===== src/rtl/seg_scan_mux.sv =====
// seg_scan_mux: time-multiplexed seven-segment display driver.
//
// A refresh prescaler walks a slot index across NUM_DIGITS active-low anodes.
// Each slot starts with BLANK_CYC cycles of all anodes off, which hides the
// segment transition between digits (anti-ghosting). All pin drives are
// registered, so they lag the scan state by exactly one clock.
//
// Optional feature, enabled by defining SEG_LEADING_ZERO_BLANK_EN:
//   leading-zero blanking. A digit above digit 0 whose nibble and all higher
//   nibbles are zero, and which has no decimal point requested, keeps its
//   time slot but holds its anode off. With the macro undefined, no blanking
//   logic is built.

module seg_scan_mux #(
    parameter int NUM_DIGITS  = 8,
    parameter int REFRESH_DIV = 100000,
    parameter int BLANK_CYC   = 1000
) (
    input  logic                          clk,
    input  logic                          rst_n,
    input  logic                          en,
    input  logic [4*NUM_DIGITS-1:0]       digit_data,
    input  logic [NUM_DIGITS-1:0]         digit_en,
    input  logic [NUM_DIGITS-1:0]         dp_in,
    output logic [NUM_DIGITS-1:0]         anode,
    output logic [6:0]                    seg,
    output logic                          dp,
    output logic [$clog2(NUM_DIGITS)-1:0] scan_idx,
    output logic                          frame_tick
);

    localparam int IDX_W = $clog2(NUM_DIGITS);
    localparam int CNT_W = (REFRESH_DIV > 1) ? $clog2(REFRESH_DIV) : 1;

    localparam logic [CNT_W-1:0] CNT_TC   = CNT_W'(REFRESH_DIV - 1);
    localparam logic [IDX_W-1:0] IDX_LAST = IDX_W'(NUM_DIGITS - 1);

    // Active-low segment pattern for one hex nibble, bit order {g,f,e,d,c,b,a}.
    function automatic logic [6:0] hex_to_seg(input logic [3:0] nib);
        logic [6:0] s;
        case (nib)
            4'h0:    s = 7'h40;
            4'h1:    s = 7'h79;
            4'h2:    s = 7'h24;
            4'h3:    s = 7'h30;
            4'h4:    s = 7'h19;
            4'h5:    s = 7'h12;
            4'h6:    s = 7'h02;
            4'h7:    s = 7'h78;
            4'h8:    s = 7'h00;
            4'h9:    s = 7'h10;
            4'hA:    s = 7'h08;
            4'hB:    s = 7'h03;
            4'hC:    s = 7'h46;
            4'hD:    s = 7'h21;
            4'hE:    s = 7'h06;
            default: s = 7'h0E;
        endcase
        return s;
    endfunction

    // Scan state
    logic [CNT_W-1:0]      cnt_q, cnt_d;
    logic [IDX_W-1:0]      idx_q, idx_d;

    // Registered pin drives
    logic [NUM_DIGITS-1:0] anode_q, anode_d;
    logic [6:0]            seg_q, seg_d;
    logic                  dp_q, dp_d;
    logic                  frame_tick_q, frame_tick_d;

    // Per-slot selections from the live inputs
    logic [NUM_DIGITS-1:0] lz_blank;
    logic [NUM_DIGITS-1:0] anode_sel;
    logic [3:0]            cur_nib;
    logic                  cur_en;
    logic                  cur_dp;
    logic                  cur_lz;
    logic                  past_blank;
    logic                  digit_on;

    // Blank window: anodes stay off while cnt is still inside the first
    // BLANK_CYC cycles of the slot. A zero window needs no comparator.
    generate
        if (BLANK_CYC == 0) begin : g_no_blank
            assign past_blank = 1'b1;
        end else begin : g_blank
            assign past_blank = (cnt_q >= CNT_W'(BLANK_CYC));
        end
    endgenerate

`ifdef SEG_LEADING_ZERO_BLANK_EN
    logic zeros_above;

    // Walk from the most significant digit down; a digit is a leading zero
    // while everything from it upward is zero. Digit 0 always shows.
    always_comb begin
        lz_blank    = '0;
        zeros_above = 1'b1;
        for (int i = NUM_DIGITS - 1; i > 0; i--) begin
            zeros_above = zeros_above & (digit_data[4*i +: 4] == 4'h0);
            lz_blank[i] = zeros_above & ~dp_in[i];
        end
    end
`else
    assign lz_blank = '0;
`endif

    // Prescaler: cnt counts cycles within a slot, idx advances on terminal
    // count and wraps explicitly so non-power-of-two digit counts never
    // reach an unused index. Everything holds while en is low.
    always_comb begin
        cnt_d        = cnt_q;
        idx_d        = idx_q;
        frame_tick_d = 1'b0;
        if (en) begin
            if (cnt_q == CNT_TC) begin
                cnt_d = '0;
                if (idx_q == IDX_LAST) begin
                    idx_d        = '0;
                    frame_tick_d = 1'b1;
                end else begin
                    idx_d = idx_q + 1'b1;
                end
            end else begin
                cnt_d = cnt_q + 1'b1;
            end
        end
    end

    // Slot mux: pick the current digit's nibble, enables and anode pattern.
    always_comb begin
        cur_nib   = 4'h0;
        cur_en    = 1'b0;
        cur_dp    = 1'b0;
        cur_lz    = 1'b0;
        anode_sel = '1;
        for (int i = 0; i < NUM_DIGITS; i++) begin
            if (idx_q == IDX_W'(i)) begin
                cur_nib      = digit_data[4*i +: 4];
                cur_en       = digit_en[i];
                cur_dp       = dp_in[i];
                cur_lz       = lz_blank[i];
                anode_sel[i] = 1'b0;
            end
        end
    end

    // Next pin values. Disabled or blanked digits still use their slot,
    // only the anode is suppressed, so brightness stays uniform.
    always_comb begin
        digit_on = en & cur_en & past_blank & ~cur_lz;
        anode_d  = digit_on ? anode_sel : '1;
        seg_d    = en ? hex_to_seg(cur_nib) : 7'h7F;
        dp_d     = ~(en & cur_dp);
    end

    // State and pin registers; reset blanks the display without a clock.
    always_ff @(posedge clk or negedge rst_n) begin
        if (!rst_n) begin
            cnt_q        <= '0;
            idx_q        <= '0;
            anode_q      <= '1;
            seg_q        <= 7'h7F;
            dp_q         <= 1'b1;
            frame_tick_q <= 1'b0;
        end else begin
            cnt_q        <= cnt_d;
            idx_q        <= idx_d;
            anode_q      <= anode_d;
            seg_q        <= seg_d;
            dp_q         <= dp_d;
            frame_tick_q <= frame_tick_d;
        end
    end

    assign anode      = anode_q;
    assign seg        = seg_q;
    assign dp         = dp_q;
    assign frame_tick = frame_tick_q;
    assign scan_idx   = idx_q;

endmodule


===== config.mk =====
export PLATFORM = sky130hd
export DESIGN_NAME = seg_scan_mux
export DESIGN_NICKNAME = d
export VERILOG_FILES = /design/src/rtl/seg_scan_mux.sv
export SDC_FILE = /design/constraint.sdc
export NUM_CORES = 1
export LEC_CHECK = 0
export CAP_MARGIN = 20
export CELL_PAD_IN_SITES_DETAIL_PLACEMENT = 1
export CELL_PAD_IN_SITES_GLOBAL_PLACEMENT = 1
export CORE_MARGIN = 10
export CORE_UTILIZATION = 30
export CTS_BUF_LIST = sky130_fd_sc_hd__clkbuf_4 sky130_fd_sc_hd__clkbuf_8 sky130_fd_sc_hd__clkbuf_16
export CTS_CLUSTER_SIZE = 14
export DETAILED_ROUTE_END_ITERATION = 8
export PLACE_DENSITY_LB_ADDON = 0.1
export SYNTH_ARGS = -nofsm -noshare
export SYNTH_HDL_FRONTEND = slang
export SYNTH_SLANG_ARGS = --single-unit

===== constraint.sdc =====
create_clock -name clk -period 5.9 [get_ports clk]
set_input_delay 0.885 -clock clk [delete_from_list [all_inputs] [get_ports clk]]
set_output_delay 0.885 -clock clk [all_outputs]
set_load 0.03 [all_outputs]

After elaboration in Yosys (flattened, before gate mapping)
Memories as Yosys holds them, arrays and structs flattened. Cells that the tools add are included.

Word-level logic and storage cells: 63. Bits of input ports: 51. Memory bits (read-only): 112. Register bits after elaboration: 37. Memories: 1.

Memories: (no name shown) (depth 16, bits a word 7, rd ports 1, clocked after Yosys merged registers in 0, wr ports 0, line 41) `case (nib)`.

Equality and inequality tests: 8. Order comparisons: 1. Reductions and logical operators: 2. Add/subtract/negate cells: 2. Multiplexer cells: 39. Bitwise gates (word level): 4.

Operators by type and width (number): 4-bit 2-to-1 mux (8); 1-bit 2-to-1 mux (27); 17-bit by 1-bit adder with 17-bit output (second input constant) (1); 17-bit equality test (second input constant) (1); 17-bit by 10-bit >= comparator with 1-bit output (second input constant) (1); 17-bit 2-to-1 mux (1); 3-bit equality test (second input constant) (4); 8-bit 2-to-1 mux (1); 7-bit 2-to-1 mux (1); 3-bit by 2-bit equality test with 1-bit output (second input constant) (2); 3-bit by 1-bit adder with 3-bit output (second input constant) (1); 1-bit bitwise AND (3); 3-bit by 1-bit equality test with 1-bit output (second input constant) (1); 3-bit logical NOT (1); 3-bit 2-to-1 mux (1); 2-bit AND reduction (1); 1-bit NOT (1).

Logic depth before layout (Yosys ltp)
Depth in word-level cells: 12. Mapped depth: 13.

Worst setup path after synthesis
No wires, ideal clock.

Path kind: flip-flop to flip-flop. Start point: reg idx_q[2] (netlist: scan_idx[2]). End point: reg seg_q[0] (netlist: seg[0]). Path buffers: 2. Arrival: 2661 ps. Stages on the path, launching flop included: 12. Library setup time: 80 ps. Slack: 3159 ps. Data required time: 5820 ps. Period minus slack after synthesis: 2741 ps. Cells stage by stage: dfrtp_1 buf_4 inv_1 ha_1 buf_4 nand2_1 a221oi_2 a311oi_1 o31a_1 ha_1 mux2_1 o22a_1.

Cells in the longest elaborated chain, start to end: 11. Elaborated cells between the ends (all ways): 18.

RTL lines: start: declaration (line 64) `logic [IDX_W-1:0] idx_q, idx_d;`; start signal: assignment (line 169) `idx_q <= idx_d;`; 3-bit logical NOT (line 139) `if (idx_q == IDX_W'(i)) begin`; 4-bit 2-to-1 mux (7 in series) (line 139); 4-bit 2-to-1 mux * (line 139); memory read 16 x 7 bit *; 7-bit 2-to-1 mux * (line 154) `seg_d = en ? hex_to_seg(cur_nib) : 7'h7F;`; net seg_d[0] (line 68) `logic [6:0] seg_q, seg_d;`; end signal: assignment (line 171) `seg_q <= seg_d;`; end: declaration (line 68).

The timed path passes the listed nets; every way through them passes the cells marked *. A chain may end at the register's enable or synchronous reset.

Final worst setup path
Ends and elaborated chain as after synthesis.

==> run_results.csv <==
group,metric,value,unit
finish,layout_common_cells,"clkdlybuf4s50_1 (69), nand2_1 (28), dfrtp_1 (21)",
pwr,power_frac_comb,0.184,
hold_path,hold_start,"cnt_q[14]$_DFFE_PN0P_",
setup_path,crit_arrival,3740,ps
setup_path,crit_path_top_delay_cell,"dfrtp_1",
timing,timing.final.ws_setup,2393,ps
timing,grt_setup_unrepaired,"no",
grt,grt_overflow,0,
clock_network,cts_tree,"built",
logic_synthesis,avgSynthCellArea,9.433,µm²
logic_synthesis,synth-seq-area-share,0.3756,
detailed_routing,firstDrtPassIters,4,
timing,finalSetupViolations,0,
grt,antenna_found_initial,0,
pwr,vdd_drop_max,0.00008692,V
grt,grt_pass1_wl,12660,µm
detailed_routing,wire_per_inst,17.47,µm
placed_design,dp_hpwl,5842,µm
placed_design,portBuffers,70,
finish,diodes,0,
timing,relSlewSlack,0.4001,
timing,fin_setup_tns,0,ps
placed_design,dp_slack,2376,ps
clock_network,root_buffer,"clkbuf_8",
clock_network,cts.sink_count,37,
pwr,switchingPower,0.1778,mW
setup_path,startpoint_type,"flip-flop",
placed_design,place_inst,426,
finish,layout.nets,393,
timing,period_minus_slack,3507,ps
floorplanning,start_util,0.3081,
logic_synthesis,synth_ff_type,"dfrtp_1",
logic_synthesis,ys_types,57,
floorplanning,die_area,12460,µm²
placed_design,placed_cell_area,3226,µm²
pwr,switching_share,0.2723,
job,drv_cap,0,
setup_path,startpoint,"scan_idx[2]$_DFFE_PN0P_",
setup_path,path_class,"reg2reg",
setup_path,worstSetupEndpointType,"flip-flop",
pwr,finalPower,0.6529,mW
grt,grt_use_total,0.1231,
finish,final_cell_area,3341,µm²
floorplanning,io_pins,71,
pwr,power.sequential.fraction,0.464,
clock_network,insertion_delay,300,ps
logic_synthesis,netlist_instances,267,
floorplanning,dieWidth,111.6,µm
pwr,p_int,0.4751,mW
detailed_routing,ant_nets,0,
clock_network,cts_buffer_depth,2,
setup_path,r2r_setup_slack,2390,ps
status,status,"finished, final reports clean",
grt,first_global_vias,2327,
logic_synthesis,syn_area,2519,µm²
floorplanning,rows,33,
setup_path,path_cells,"inv_1, ha_1, nor2_1, a311oi_1, o31ai_2, inv_1, ha_1, mux2_1, o22a_1",
timing,tightest_slew,896.6,ps
detailed_routing,drc,0,
detailed_routing,vias_per_cell,5.014,
finish,final_common_cell,"clkdlybuf4s50_1",
detailed_routing,wl,7583,µm
finish,n_fill_cell,959,
clock_network,clkTransAtPathRegs,80,ps
finish,area_growth,32.64,%
logic_synthesis,syn_nets,332,
clock_network,holdBufCountCts,0,
timing,fmax,0.2852,GHz
pwr,p_leak,1.317,nW
pwr,power_density,195.4,nW/µm²
timing,hold_violations,0,
timing,finClkSkew,7.171,ps
logic_synthesis,ys_seq_elements,37,
clock_network,htreeDepth,2,
hold_path,hold_class,"reg2reg",
timing,drv_slew,0,
timing,fin_crit_sh,0.5944,
placed_design,gp_congestion,0.7433,
clock_network,numCtsBuffers,5,
finish,stdcell_count,434,
logic_synthesis,synth_edf_count,0,
setup_path,r2r-start,"scan_idx[2]$_DFFE_PN0P_",
finish,drive_above_1_share,0.1185,
setup_path,crit_fanout,22,
pwr,clockPowerShare,0.352,
setup_path,worstPathRequired,6130,ps
logic_synthesis,synthArstFlopShare,1.000,
grt,grt_max_degree,38,
logic_synthesis,yosys_warnings,0,
clock_network,cts_resized,0,
floorplanning,core,8175,µm²
setup_path,cp_slowest_stage_delay,850,ps
detailed_routing,dr_total_vias,2176,
detailed_routing,drtIter0Drc,90,
floorplanning,fp.dieH,111.6,µm
clock_network,post_cts_buffers,0,
per-layer routing:
metal	track usage	share of wire
met5	0	0
met4	0.03513	0.016
met3	0.02791	0.028
met2	0.2032	0.49
met1	0.1562	0.47
path summary, 6_finish.rpt:
| check | depth (start not counted) | to |
|---|---|---|
| max | 9 | seg[0]$_DFF_PN1_ |
| min | 1 | cnt_q[14]$_DFFE_PN0P_ |
| max reg2reg | 9 | seg[0]$_DFF_PN1_ |
| min reg2reg | 1 | cnt_q[14]$_DFFE_PN0P_ |
| max in group asynchronous | 1 | cnt_q[2]$_DFFE_PN0P_ |
| min in group asynchronous | 1 | cnt_q[13]$_DFFE_PN0P_ |
state kept, by name, summed over array words and instances, names as in the netlist:
| name | flops |
|---|---|
| dp | 1 |
| scan_idx | 3 |
| anode | 8 |
| frame_tick | 1 |
| seg | 7 |
| cnt_q | 17 |
kinds of logic (layout without fill, tap and decap cells):
kind of cell,Yosys count,in the layout,share of synthesized area
and+or+nand+nor,93,93,0.1883
AOI/OAI and AO/OA,69,69,0.2091
DFF,37,37,0.3756
buffers and inverters,33,95,0.07451
adders and majority gates,14,14,0.06955
xor gates and xnor gates,13,13,0.04521
muxes,8,8,0.03775
cell type report:
class / instances / area [µm²] / area share
clock buffers: 6 / 76.32 / 0.02285
inverters: 16 / 60.06 / 0.01798
flip-flops and latches: 37 / 945.9 / 0.2831
repair buffers: 71 / 703.2 / 0.2105
well taps: 105 / 131.4 / 0.03933
clock inverters: 2 / 38.79 / 0.01161
multi-input cells: 197 / 1385 / 0.4146
synthesized netlist by cell type (6+ instances only):
cell type,instances,area (µm²)
nand3_1,12,60.06
nand4_1,8,50.05
nand2_1,28,105.1
o21ai_0,11,55.05
dfstp_2,16,420.4
ha_1,14,175.2
a21oi_1,19,95.09
xnor2_1,9,78.83
inv_1,15,56.30
nor2_1,19,71.32
nor3_1,6,30.03
dfrtp_1,21,525.5
buf_4,6,45.04
critical path: cells and delay by family, from the launching register on:
family                     cells  cell delay [ps]
adders and majority gates      2              700
AOI/OAI and AO/OA              3              820
buffers and inverters          2              470
and+or+nand+nor                1              310
muxes                          1              290
DFF                            1              850
through the flow:
stage | hold slack, ps | utilization
3_3_place_gp | 488.5 | 0.3946
5_1_grt | 532.7 | 0.4086
2_1_floorplan | 462.8 | -
3_5_place_dp | 493.8 | 0.3946
6_report | 503.3 | 0.4086
4_1_cts | 507.2 | 0.4086
power by group through the flow:
stage | sequential (mW) | clock, mW | combinational [mW]
floorplan | 0.311 | 0 | 0.0541
global placement | 0.308 | 0 | 0.119
detailed placement | 0.307 | 0 | 0.122
CTS | 0.303 | 0.238 | 0.123
global route | 0.307 | 0.249 | 0.132
finish | 0.303 | 0.230 | 0.120
No activity file was read; power rests on OpenSTA's default activity.
